===== config.mk =====
export PLATFORM = sky130hd
export DESIGN_NAME = mem_stage
export DESIGN_NICKNAME = d
export VERILOG_FILES = /design/src/rtl/mem_stage.sv
export SDC_FILE = /design/constraint.sdc
export NUM_CORES = 1
export LEC_CHECK = 0
export CORE_ASPECT_RATIO = 0.9
export CORE_MARGIN = 2
export CORE_UTILIZATION = 44
export DETAILED_ROUTE_END_ITERATION = 8
export GPL_TIMING_DRIVEN = 1
export PLACE_DENSITY = 0.8
export SLEW_MARGIN = 10
export SYNTH_ARGS = -nofsm -noshare
export SYNTH_HDL_FRONTEND = slang
export SYNTH_SLANG_ARGS = --single-unit

===== constraint.sdc =====
create_clock -name clk -period 1.91 [get_ports clk]
set_input_delay 0.191 -clock clk [delete_from_list [all_inputs] [get_ports clk]]
set_output_delay 0.191 -clock clk [all_outputs]
set_load 0.02 [all_outputs]

===== src/rtl/mem_stage.sv =====
// Memory-access stage: captures data-SRAM read data for loads issued in EX,
// aligns/extends it, and forwards the result to writeback and decode.
package mem_stage_pkg;
    localparam int ES_TO_MS_BUS_WD = 75;
    localparam int MS_TO_WS_BUS_WD = 70;
    localparam int MS_FWD_BUS_WD   = 40;

    typedef enum logic [1:0] {
        SIZE_BYTE = 2'd0,
        SIZE_HALF = 2'd1,
        SIZE_WORD = 2'd2,
        SIZE_RSVD = 2'd3
    } mem_size_e;

    typedef struct packed {
        mem_size_e   mem_size;
        logic        mem_unsigned;
        logic        store_op;
        logic        load_op;
        logic        gr_we;
        logic [4:0]  dest;
        logic [31:0] alu_result;
        logic [31:0] pc;
    } es_to_ms_t;
endpackage

module mem_stage
    import mem_stage_pkg::*;
(
    input  logic                       clk,
    input  logic                       resetn,
    input  logic                       ws_allowin,
    output logic                       ms_allowin,
    input  logic                       es_to_ms_valid,
    input  logic [ES_TO_MS_BUS_WD-1:0] es_to_ms_bus,
    input  logic [31:0]                data_sram_rdata,
    output logic                       ms_to_ws_valid,
    output logic [MS_TO_WS_BUS_WD-1:0] ms_to_ws_bus,
    output logic [MS_FWD_BUS_WD-1:0]   ms_fwd_bus
);

    logic        r_ms_valid;
    logic        r_first_cycle;
    es_to_ms_t   r_bus;
    logic [31:0] r_rdata_buf;

    logic        w_ms_ready_go;
    logic        w_transfer_in;
    logic [31:0] w_rdata_sel;
    logic [1:0]  w_addr_lo;
    logic [7:0]  w_byte;
    logic [15:0] w_half;
    logic [31:0] w_load_data;
    logic [31:0] w_final_result;
    logic        w_fwd_we;

    assign w_ms_ready_go  = 1'b1;
    assign ms_allowin     = !r_ms_valid || (w_ms_ready_go && ws_allowin);
    assign ms_to_ws_valid = r_ms_valid && w_ms_ready_go;
    assign w_transfer_in  = ms_allowin && es_to_ms_valid;

    // NOTE: every register here uses <= so all of them sample pre-edge values;
    // blocking assignments would let later statements see the updated state.
    always_ff @(posedge clk) begin
        if (!resetn) begin
            r_ms_valid    <= 1'b0;
            r_first_cycle <= 1'b0;
            r_bus         <= '0;
            r_rdata_buf   <= '0;
        end else begin
            if (ms_allowin) begin
                r_ms_valid <= es_to_ms_valid;
            end
            if (w_transfer_in) begin
                r_bus <= es_to_ms_bus;
            end
            // SRAM data is only valid in the instruction's first MS cycle;
            // the buffer keeps it alive across any writeback stall.
            r_first_cycle <= w_transfer_in;
            if (r_first_cycle) begin
                r_rdata_buf <= data_sram_rdata;
            end
        end
    end

    assign w_rdata_sel = r_first_cycle ? data_sram_rdata : r_rdata_buf;
    assign w_addr_lo   = r_bus.alu_result[1:0];

    // NOTE: every output of this block gets a default first, so no path can
    // leave one unassigned and infer a latch.
    always_comb begin
        w_byte      = w_rdata_sel[7:0];
        w_half      = w_rdata_sel[15:0];
        w_load_data = w_rdata_sel;
        case (w_addr_lo)
            2'd0:    w_byte = w_rdata_sel[7:0];
            2'd1:    w_byte = w_rdata_sel[15:8];
            2'd2:    w_byte = w_rdata_sel[23:16];
            default: w_byte = w_rdata_sel[31:24];
        endcase
        if (w_addr_lo[1]) begin
            w_half = w_rdata_sel[31:16];
        end
        case (r_bus.mem_size)
            SIZE_BYTE: w_load_data = r_bus.mem_unsigned ? {24'd0, w_byte}
                                                        : {{24{w_byte[7]}}, w_byte};
            SIZE_HALF: w_load_data = r_bus.mem_unsigned ? {16'd0, w_half}
                                                        : {{16{w_half[15]}}, w_half};
            default:   w_load_data = w_rdata_sel;
        endcase
    end

    assign w_final_result = r_bus.load_op ? w_load_data : r_bus.alu_result;
    assign w_fwd_we       = r_ms_valid && r_bus.gr_we && (r_bus.dest != 5'd0);

    assign ms_to_ws_bus = {r_bus.gr_we, r_bus.dest, w_final_result, r_bus.pc};
    assign ms_fwd_bus   = {w_fwd_we, r_bus.load_op, 1'b1, r_bus.dest, w_final_result};

endmodule


==> results.cfg <==
[placement]
placed_area_um2 = 7860
preCtsSetupSlack_ns = -0.669
gp_congestion = 0.929
dp_hpwl_um = 12700
port_buffers = 220
placedCellCount = 1009

[routing]
first_pass_iters = 4
viasPerCell = 5.33
routedWlPerCell_um = 17.9
first_iter_violations = 302
vias = 5541
ant_nets = 0
drc_errors = 0
routed_wl_um = 18600

[power]
powerDensity_nw_per_um2 = 699
p_leak_nw = 3.41
ir_drop_v = 0.000575

[worst_hold_path]
min_to = ms_to_ws_bus[7]
hp-class = primary input to flip-flop
min_path_cells = 3
hp-start = resetn

[layout]
nNetsFinal = 982
diodes = 0
final_area_um2 = 9010
final_cell_mix = nand2_1, clkdlybuf4s50_1, dfxtp_1, buf_4, a21boi_0
fillers = 948
stdcell_count = 1040
final_layout_size_suffix_gt1_frac = 0.297
syn_to_final_growth_pct = 57.9
final_common_cell = nand2_1
fin_util = 0.710

[status]
outcome = finished with violations
violations = negative setup slack

[global_routing]
grt_util_all_layers = 0.256
grt_pass1_wl_um = 27600
grt_max_degree = 109
grt_overflow = 0
first_global_vias = 5429
antenna_found_initial = 0

[synth]
ys_seq_elements = 108
synth_area_per_cell_um2 = 8.23
synth_compound_area_frac = 0.218
synthCells = 693
ys_seq_area_frac = 0.379
synth.cell_area_um2 = 5700
ys.flop_type = dfxtp_1
synthArstFlopShare = 0
synth_top_family_by_area = compound AO/OA/AOI/OAI gates
synth_edf_count = 0
yosysUniqueCellTypes = 43
synth_mux_area_frac = 0.0741
synthSimpleGateAreaFrac = 0.176
yosys_warnings = 0
synth_xor_area_frac = 0
synth_nets = 804
synthAdderAreaFrac = 0

[clocking]
clock_path_buffers = 2
clock_sinks = 108
cts_root_buffer = clkbuf_16
cts_max_level = 3
cts_made_buffers = 9
cts.clk_slew.worst_paths_ns = 0.07
worstSkewPairLatency_ns = 0.36
cts_hold_buf = 0
cts_tree = built

[critical_path]
r2r_slack_ns = 0.50
critical_path_peak_fanout = 12
regToRegEndpoint = r_rdata_buf[3]
worstSetupStartpointType = flip-flop
critical_path_arrival_ns = 2.12
r2r.worst_path.cells = 5
cp.required_ns = 1.72
reg2reg_from = r_first_cycle
path_class = flip-flop to output port
end_kind = output port

[sta]
clock.fmax_mhz = 433
slew_violations = 0
final.setup.worst_slack_ns = -0.399
hold_viol = 0
rsz0062_at_grt = yes
fin_skew_ns = 0.00639
finalCriticalPeriod_ns = 2.31
setup_viol = 64
min_period_over_period = 1.21

[flow_run]
cap_violations = 0

[die]
die_y_um = 112
dieArea_um2 = 13900
io-pin-count = 223
rows = 39
start_util = 0.450
core_area_um2 = 12700
die_w_um = 124
[kinds of logic (layout without fill, tap and decap cells)]
family,Yosys count,count (layout)
and+or+nand+nor,234,234
muxes,40,40
other,1,1
buffers and inverters,136,319
DFF,108,108
AOI/OAI and AO/OA,174,174
[sequential cells by signal (all words and copies together), names as in the netlist]
| name | flops |
|---|---|
| ms_fwd_bus | 6 |
| r_first_cycle | 1 |
| r_rdata_buf | 32 |
| ms_to_ws_bus | 33 |
| r_bus | 35 |
| ms_to_ws_valid | 1 |
[cell usage after synthesis (all sizes together) (6+ instances only)]
library cell / n / share of area
and2: 13 / 0.014
mux2i: 28 / 0.050
a31oi: 22 / 0.024
dfxtp: 108 / 0.38
a211oi: 10 / 0.014
o21ai: 11 / 0.010
buf: 99 / 0.13
nor2b: 20 / 0.022
nand3: 9 / 0.0079
a21boi: 75 / 0.099
o22ai: 6 / 0.0066
nor2: 13 / 0.0086
clkbuf: 32 / 0.021
mux2: 12 / 0.024
o31a: 6 / 0.0092
a21oi: 20 / 0.018
nand2: 169 / 0.11
o21a: 9 / 0.012
[area by class of cell]
cell class                      instances  area (um^2)  share of cell area
Clock buffer                           10          229              0.0254
Clock inverter                          6         63.8             0.00709
Multi-Input combinational cell        449         3410               0.379
Timing Repair Buffer                  298         2910               0.323
Tap cell                              164          205              0.0228
Inverter                                5         22.5             0.00250
Sequential cell                       108         2170               0.241
[worst max-delay path, cell delays in order, from the launching register on]
cell	delay (ns)
dfxtp_2	0.33
buf_12	0.15
mux2i_4	0.22
a311oi_2	0.25
o21ai_2	0.10
buf_4	0.16
buf_12	0.15
a31oi_2	0.21
buf_4	0.20
[timing repair]
item | in CTS | in global routing
hold endpoints to repair | 0 | 0
pin swaps | 21 | 22
resized for setup | 470 | 62
endpoints found under the setup margin | 66 | 65
buffers inserted | 7 | 10
cloned | 0 | 0
[power by group]
group	internal (mW)	switching, mW	total (mW)	leakage (nW)
Sequential	2.38	0.0815	2.46	0.889
Combinational	0.979	0.987	1.97	2.38
Clock	1.02	0.856	1.87	0.139
Total	4.37	1.92	6.30	3.41
[worst max-delay path by stage]
stage	start	endpoint	slack, ns	cells after the start
finish	r_first_cycle	ms_fwd_bus[22]	-0.40	8
floorplan	r_bus[33]	ms_to_ws_bus[54]	-0.13	7
global route	r_first_cycle	ms_fwd_bus[22]	-0.45	8
global placement	data_sram_rdata[31]	ms_fwd_bus[17]	-0.57	7
detailed placement	data_sram_rdata[31]	ms_to_ws_bus[49]	-0.67	7
CTS	r_first_cycle	ms_fwd_bus[27]	-0.33	8
[per-layer routing]
layer | wire length [um] | global-route usage
met2 | 9050 | 0.415
met3 | 1320 | 0.0757
met5 | 0 | 0
met1 | 7580 | 0.316
met4 | 692 | 0.110
[per-stage QoR]
step                total power, mW  setup TNS, ns  hold WS, ns
detailed placement             4.16         -34.93        0.456
global route                   6.55         -22.09        0.387
CTS                            6.20         -16.71        0.376
floorplan                      3.44          -1.93        0.330
finish                         6.30         -17.97        0.379
global placement               4.13         -30.74        0.449
Note: power is estimated with default switching activity, not from simulation.
